**src/rtl/decode_stage.sv**
```systemverilog
// rtl/decode_stage.sv - RV32I decode stage: register file, immediate and control decode, load-use detection
module decode_stage #(
  parameter logic [31:0] NOP_INSTR  = 32'h00000013,
  parameter logic [31:0] HALT_INSTR = 32'h00000073,
  parameter logic [31:0] RESET_PC   = 32'h00000000
) (
  input  logic        clk,
  input  logic        rst_n,
  input  logic [31:0] instruction_dec,
  input  logic [31:0] pc_curr_dec,
  input  logic [31:0] pc_next_dec,
  input  logic        flush,
  input  logic        stall_mem,
  input  logic        wb_en,
  input  logic [4:0]  wb_rd,
  input  logic [31:0] wb_data,
  output logic        hazard,
  output logic        halt,
  output logic [31:0] rs1_data_ex,
  output logic [31:0] rs2_data_ex,
  output logic [31:0] imm_ex,
  output logic [4:0]  rs1_ex,
  output logic [4:0]  rs2_ex,
  output logic [4:0]  rd_ex,
  output logic [2:0]  funct3_ex,
  output logic        alt_ex,
  output logic [9:0]  ctrl_ex,
  output logic [31:0] pc_curr_ex,
  output logic [31:0] pc_next_ex
);

  localparam logic [6:0] OP_R      = 7'b0110011;
  localparam logic [6:0] OP_IMM    = 7'b0010011;
  localparam logic [6:0] OP_LOAD   = 7'b0000011;
  localparam logic [6:0] OP_STORE  = 7'b0100011;
  localparam logic [6:0] OP_BRANCH = 7'b1100011;
  localparam logic [6:0] OP_JAL    = 7'b1101111;
  localparam logic [6:0] OP_JALR   = 7'b1100111;
  localparam logic [6:0] OP_LUI    = 7'b0110111;
  localparam logic [6:0] OP_AUIPC  = 7'b0010111;

  // Bubble fields are taken from the canonical NOP so execute sees addi x0,x0,0
  localparam logic [4:0]  NOP_RS1    = NOP_INSTR[19:15];
  localparam logic [4:0]  NOP_RS2    = NOP_INSTR[24:20];
  localparam logic [2:0]  NOP_FUNCT3 = NOP_INSTR[14:12];
  localparam logic [31:0] NOP_IMM    = {{20{NOP_INSTR[31]}}, NOP_INSTR[31:20]};

  logic [31:0] regs [1:31];

  logic [6:0]  opcode;
  logic [4:0]  rs1, rs2, rd;
  logic [2:0]  funct3;
  logic [31:0] rs1_val, rs2_val;
  logic [31:0] imm;
  logic [9:0]  ctrl;
  logic        alt;
  logic        rs1_used, rs2_used;
  logic        is_halt;
  logic        reg_write;

  assign opcode = instruction_dec[6:0];
  assign rd     = instruction_dec[11:7];
  assign funct3 = instruction_dec[14:12];
  assign rs1    = instruction_dec[19:15];
  assign rs2    = instruction_dec[24:20];
  assign is_halt = (instruction_dec == HALT_INSTR);

  always_ff @(posedge clk or negedge rst_n) begin
    if (!rst_n) begin
      for (int i = 1; i < 32; i++) regs[i] <= '0;
    end else if (wb_en && wb_rd != 5'd0) begin
      regs[wb_rd] <= wb_data;
    end
  end

  // Write-through: a same-cycle writeback to the source register wins over the array
  always_comb begin
    rs1_val = '0;
    rs2_val = '0;
    if (rs1 != 5'd0) rs1_val = (wb_en && wb_rd == rs1) ? wb_data : regs[rs1];
    if (rs2 != 5'd0) rs2_val = (wb_en && wb_rd == rs2) ? wb_data : regs[rs2];
  end

  always_comb begin
    imm       = '0;
    alt       = 1'b0;
    reg_write = 1'b0;
    ctrl      = '0;
    rs1_used  = 1'b1;
    rs2_used  = 1'b0;
    case (opcode)
      OP_R: begin
        reg_write = 1'b1;
        alt       = instruction_dec[30];
        rs2_used  = 1'b1;
      end
      OP_IMM: begin
        reg_write = 1'b1;
        ctrl[3]   = 1'b1;
        alt       = (funct3 == 3'b101) && instruction_dec[30];
        imm       = {{20{instruction_dec[31]}}, instruction_dec[31:20]};
      end
      OP_LOAD: begin
        reg_write = 1'b1;
        ctrl[8]   = 1'b1;
        ctrl[3]   = 1'b1;
        imm       = {{20{instruction_dec[31]}}, instruction_dec[31:20]};
      end
      OP_STORE: begin
        ctrl[7]  = 1'b1;
        ctrl[3]  = 1'b1;
        rs2_used = 1'b1;
        imm      = {{20{instruction_dec[31]}}, instruction_dec[31:25], instruction_dec[11:7]};
      end
      OP_BRANCH: begin
        ctrl[6]  = 1'b1;
        rs2_used = 1'b1;
        imm      = {{20{instruction_dec[31]}}, instruction_dec[7], instruction_dec[30:25],
                    instruction_dec[11:8], 1'b0};
      end
      OP_JAL: begin
        reg_write = 1'b1;
        ctrl[5]   = 1'b1;
        rs1_used  = 1'b0;
        imm       = {{12{instruction_dec[31]}}, instruction_dec[19:12], instruction_dec[20],
                     instruction_dec[30:21], 1'b0};
      end
      OP_JALR: begin
        reg_write = 1'b1;
        ctrl[4]   = 1'b1;
        ctrl[3]   = 1'b1;
        imm       = {{20{instruction_dec[31]}}, instruction_dec[31:20]};
      end
      OP_LUI: begin
        reg_write = 1'b1;
        ctrl[2]   = 1'b1;
        rs1_used  = 1'b0;
        imm       = {instruction_dec[31:12], 12'b0};
      end
      OP_AUIPC: begin
        reg_write = 1'b1;
        ctrl[1]   = 1'b1;
        rs1_used  = 1'b0;
        imm       = {instruction_dec[31:12], 12'b0};
      end
      default: begin
        // Only the exact halt word is legal among system encodings
        ctrl[0] = !is_halt;
      end
    endcase
    ctrl[9] = reg_write && (rd != 5'd0);
  end

  assign hazard = ctrl_ex[8] && (rd_ex != 5'd0) &&
                  ((rs1_used && rd_ex == rs1) || (rs2_used && rd_ex == rs2));

  always_ff @(posedge clk or negedge rst_n) begin
    if (!rst_n) begin
      rs1_data_ex <= '0;
      rs2_data_ex <= '0;
      imm_ex      <= '0;
      rs1_ex      <= '0;
      rs2_ex      <= '0;
      rd_ex       <= '0;
      funct3_ex   <= '0;
      alt_ex      <= 1'b0;
      ctrl_ex     <= '0;
      pc_curr_ex  <= RESET_PC;
      pc_next_ex  <= RESET_PC;
      halt        <= 1'b0;
    end else if (flush || (!stall_mem && hazard)) begin
      rs1_data_ex <= '0;
      rs2_data_ex <= '0;
      imm_ex      <= NOP_IMM;
      rs1_ex      <= NOP_RS1;
      rs2_ex      <= NOP_RS2;
      rd_ex       <= '0;
      funct3_ex   <= NOP_FUNCT3;
      alt_ex      <= 1'b0;
      ctrl_ex     <= '0;
      pc_curr_ex  <= '0;
      pc_next_ex  <= '0;
    end else if (!stall_mem) begin
      rs1_data_ex <= rs1_val;
      rs2_data_ex <= rs2_val;
      imm_ex      <= imm;
      rs1_ex      <= rs1;
      rs2_ex      <= rs2;
      rd_ex       <= rd;
      funct3_ex   <= funct3;
      alt_ex      <= alt;
      ctrl_ex     <= ctrl;
      pc_curr_ex  <= pc_curr_dec;
      pc_next_ex  <= pc_next_dec;
      if (is_halt) halt <= 1'b1;
    end
  end

endmodule

```
**config.mk**
```make
export PLATFORM = sky130hd
export DESIGN_NAME = decode_stage
export DESIGN_NICKNAME = d
export VERILOG_FILES = /design/src/rtl/decode_stage.sv
export SDC_FILE = /design/constraint.sdc
export NUM_CORES = 2
export LEC_CHECK = 0
export CAP_MARGIN = 10
export CORE_MARGIN = 2
export CORE_UTILIZATION = 45
export CTS_CLUSTER_DIAMETER = 30
export CTS_CLUSTER_SIZE = 28
export DETAILED_ROUTE_END_ITERATION = 7
export GPL_TIMING_DRIVEN = 0
export PLACE_DENSITY = 0.61
export SETUP_SLACK_MARGIN = 0.2
export SLEW_MARGIN = 15
export SYNTH_ARGS = -nofsm -noshare
export SYNTH_HDL_FRONTEND = slang
export SYNTH_SLANG_ARGS = --single-unit
```
**constraint.sdc**
```tcl
create_clock -name clk -period 3 [get_ports clk]
set_input_delay 0.6 -clock clk [delete_from_list [all_inputs] [get_ports clk]]
set_output_delay 0.6 -clock clk [all_outputs]
set_load 0.1 [all_outputs]
```
==> flow_summary_export.csv <==
group,metric,value,unit
die,core_region_area,0.1353,mm2
layout,most_common_cell_after_layout_fill_and_taps_aside,"sky130_fd_sc_hd__dfrtp_1",
drt,drt_drc_violations_left,0,
cts,clkTransAtPathRegs,0.05,ns
sta,post-route-period-util,107.2,%
layout,multi_input_area,0.03003,mm2
synth,synth_edf_count,0,
global_route,pin_count_of_the_biggest_net_entering_global_routing,146,
placement,finalWeightedCongestion,0.9995,
synth,synthDominantCellAreaShare,48.32,%
sta,max_clock_skew,0.03704,ns
drt,vias,47320,
drt,routed_via_density,6.800,
pwr,power.static_leakage,35.16,nW
sta,final-setup-viol-count,3,
setup_path,cp_data_required_time,2.40,ns
die,io_pins,329,
layout,layout-drive-gt1-share,46.36,%
synth,synth.net_count,4394,
sta,max-slew-margin-rel,13.26,%
die,floorplan.die.height,372.8,um
sta,final.min_clock_period,3.217,ns
die,initial_core_util,45.24,%
sta,hold_violations_final,231,
outcome,status,"finished with violations",
layout,layout.core_utilization,58.67,%
synth,synth.ff_latch_count,1182,
synth,post_synth_num_cell_types,68,
die,dieArea,0.1390,mm2
drt,final_antenna_net_count,0,
job,max_cap_violations,0,
setup_path,critical_path.endpoint,"hazard",
drt,wl_per_cell,40.10,um
layout,area_growth,29.68,%
cts,clkLatencyLatePin,0.91,ns
setup_path,worst_r2r_endpoint,"rs1_data_ex[14]$_DFFE_PN0P_",
setup_path,critPathMaxFanout,3,
global_route,grt_antenna_before_repair,9,
placement,dp.final_hpwl,194200,um
cts,cts_inserted_buffers,320,
cts,tritoncts,"done",
synth,synth-seq-area-share,48.32,%
synth,yosys_warnings,0,
global_route,grt_pass1_vias,46850,
placement,portBuffers,311,
worst_hold_path,min_path_type,"input pin to asynchronous set/reset pin",
global_route,global_route.usage.total,39.61,%
synth,synth_top_cell_by_area,"sky130_fd_sc_hd__dfrtp_1",
setup_path,cp-start-kind,"register",
placement,placedCellCount,6368,
sta,setup_total_negative_slack,-0.2915,ns
pwr,power-per-cell-area,851.1,mW/mm2
sta,final_max_slew_viol_count,0,
setup_path,crit_start,"rd_ex[2]$_DFFE_PN0P_",
sta,hold_ws,-0.2211,ns
synth,synth_cells,4256,
die,floorplan.rows,135,
layout,layout_common_cells,"1179 x sky130_fd_sc_hd__dfrtp_1, 1060 x sky130_fd_sc_hd__mux2_2, 410 x sky130_fd_sc_hd__mux4_2",
synth,synthesis.area_per_instance,14.38,um2
drt,dr.first_iter.drc_count,5922,
setup_path,criticalPathCategory,"register to primary output",
cts,clock_root_buffer_master,"sky130_fd_sc_hd__clkbuf_16",
setup_path,timing.reg2reg.worst_path_depth,10,
synth,synth_top_cells_by_area,"sky130_fd_sc_hd__dfrtp_1 48%, sky130_fd_sc_hd__mux2_2 19%, sky130_fd_sc_hd__mux4_2 15%",
setup_path,slack_of_the_worst_reg_to_reg_path,0.03,ns
synth,mappedNetlistArea,0.06121,mm2
die,die_x,372.8,um
sta,rsz0062_at_grt,"yes",
drt,wirelength,279100,um
sta,final_critical_path_setup_slack,-0.2171,ns
synth,synth_flop_cell,"sky130_fd_sc_hd__dfrtp_1",
layout,fillers,10770,
layout,finish.net_count,5070,
global_route,grt_first_pass_wirelength,379800,um
cts,clock_tree.buffer_depth,4,
drt,dr.pass1.iters,8,
cts,numClockSinks,1182,
cts,ctsHtreeMaxLevel,5,
sta,worst_pin_slew,1.301,ns
sta,fmax,0.3108,GHz
synth,synth_async_sr_flop_share,100.0,%
global_route,grt_overflow_total,0,
setup_path,timing.rr.start,"rd_ex[2]$_DFFE_PN0P_",
pwr,ir_worst_vdd,0.4395,mV
layout,seq_area,0.02958,mm2
layout,final_cell_count_no_fill,6959,
setup_path,cp-end-kind,"primary output",
outcome,failed_checks,"negative hold slack, negative setup slack",
setup_path,cp_data_arrival_time,2.62,ns
==> worst min path at each step <==
stage	cells past startpoint	to	slack [ns]	from
after global placement	1	halt$_DFFE_PN0P_	0.46	halt$_DFFE_PN0P_
after CTS	2	rd_ex[4]$_DFFE_PN0P_	-0.17	rst_n
final	2	rd_ex[4]$_DFFE_PN0P_	-0.22	rst_n
after global routing	2	rd_ex[4]$_DFFE_PN0P_	-0.17	rst_n
after floorplan	0	alt_ex$_DFFE_PN0P_	0.30	rst_n
after detailed placement	1	halt$_DFFE_PN0P_	0.46	halt$_DFFE_PN0P_
==> critical path, cell delays in order (launching register included) <==
cell and delay (ns):
sky130_fd_sc_hd__dfrtp_2 0.46, sky130_fd_sc_hd__or4_4 0.55, sky130_fd_sc_hd__o21ai_4 0.19, sky130_fd_sc_hd__nor3_2 0.11
sky130_fd_sc_hd__or2_4 0.25, sky130_fd_sc_hd__buf_12 0.17
==> power by group <==
group	leakage [nW]	internal, mW	switching [mW]	total [mW]
sequential	15.2	18.8	2.17	20.9
clock	5.39	24.7	10.3	35.0
combinational	14.5	5.47	6.13	11.6
==> flip-flops by register name, indices dropped and copies added (netlist names) <==
| name | flops |
|---|---|
| ctrl_ex | 10 |
| regs | 992 |
| rs1_ex | 5 |
| halt | 1 |
| rd_ex | 5 |
| imm_ex | 32 |
| pc_next_ex | 32 |
| funct3_ex | 3 |
| rs1_data_ex | 32 |
| alt_ex | 1 |
| rs2_data_ex | 32 |
| rs2_ex | 5 |
| pc_curr_ex | 32 |
==> layer usage <==
| metal | vias to the layer above | global-route usage (%) | part of all wire (%) | wire length (um) |
|---|---|---|---|---|
| met3 | 986 | 16.23 | 13 | 35990 |
| met1 | 24840 | 48.40 | 36 | 101000 |
| met2 | 3540 | 56.37 | 42 | 118300 |
| met5 | - | 0 | 0.025 | 69 |
| li1 | 17940 | - | - | - |
| met4 | 12 | 28.96 | 8.5 | 23720 |
==> cell families after synthesis <==
| logic type | count (synthesis) | synth area share (%) |
|---|---|---|
| muxes | 1699 | 38.33 |
| and+or+nand+nor | 356 | 2.710 |
| DFF | 1182 | 48.32 |
| buffers and inverters | 455 | 3.362 |
| xor gates and xnor gates | 20 | 0.2861 |
| AOI/OAI and AO/OA | 544 | 6.994 |
==> repair_timing <==
item,4_1_cts,5_1_grt
gates cloned,0,0
resized for setup,479,232
hold endpoints to repair,67,292
hold buffers,4,4
buffers inserted,7,8
endpoints found under the setup margin,380,150
pin swaps,1,7
==> metrics by stage <==
step	total power [mW]	cell area, um2	setup WS (ns)
5_1_grt	69.02	79370	-0.2401
6_report	67.56	79380	-0.2171
4_1_cts	66.98	78620	-0.2433
2_1_floorplan	27.81	61220	0.2013
3_5_place_dp	32.10	67070	-2.027
3_3_place_gp	31.73	66560	-54.31
==> area by class of cell <==
cell class / instances / share of cell area [%]
Multi-Input combinational cell: 2619 / 37.83
Sequential cell: 1182 / 37.26
Clock buffer: 434 / 11.59
Timing Repair Buffer: 354 / 4.670
Buffer: 451 / 3.526
Tap cell: 1781 / 2.807
Clock inverter: 129 / 2.276
Inverter: 4 / 0.02049
Antenna cell: 5 / 0.01576
==> cell usage after synthesis (all sizes together), types with 5 or more instances <==
cell type / instances
nand3: 24
xnor2: 16
mux2: 1060
dfrtp: 1182
o21ai: 52
nand3b: 9
nand4: 5
a22o: 114
nor3b: 6
nor2: 105
and2: 7
a2111oi: 6
a22oi: 49
and3: 6
or2: 7
buf: 189
or4: 6
clkbuf: 262
a211oi: 32
o211ai: 7
a31oi: 11
nor4: 6
a21oi: 78
a32o: 14
nand2: 124
a221o: 43
o31ai: 24
o211a: 7
nand2b: 5
nor2b: 19
mux4: 410
o22ai: 37
nor3: 21
mux2i: 229
a221oi: 47
No activity file was read; power rests on OpenSTA's default activity.
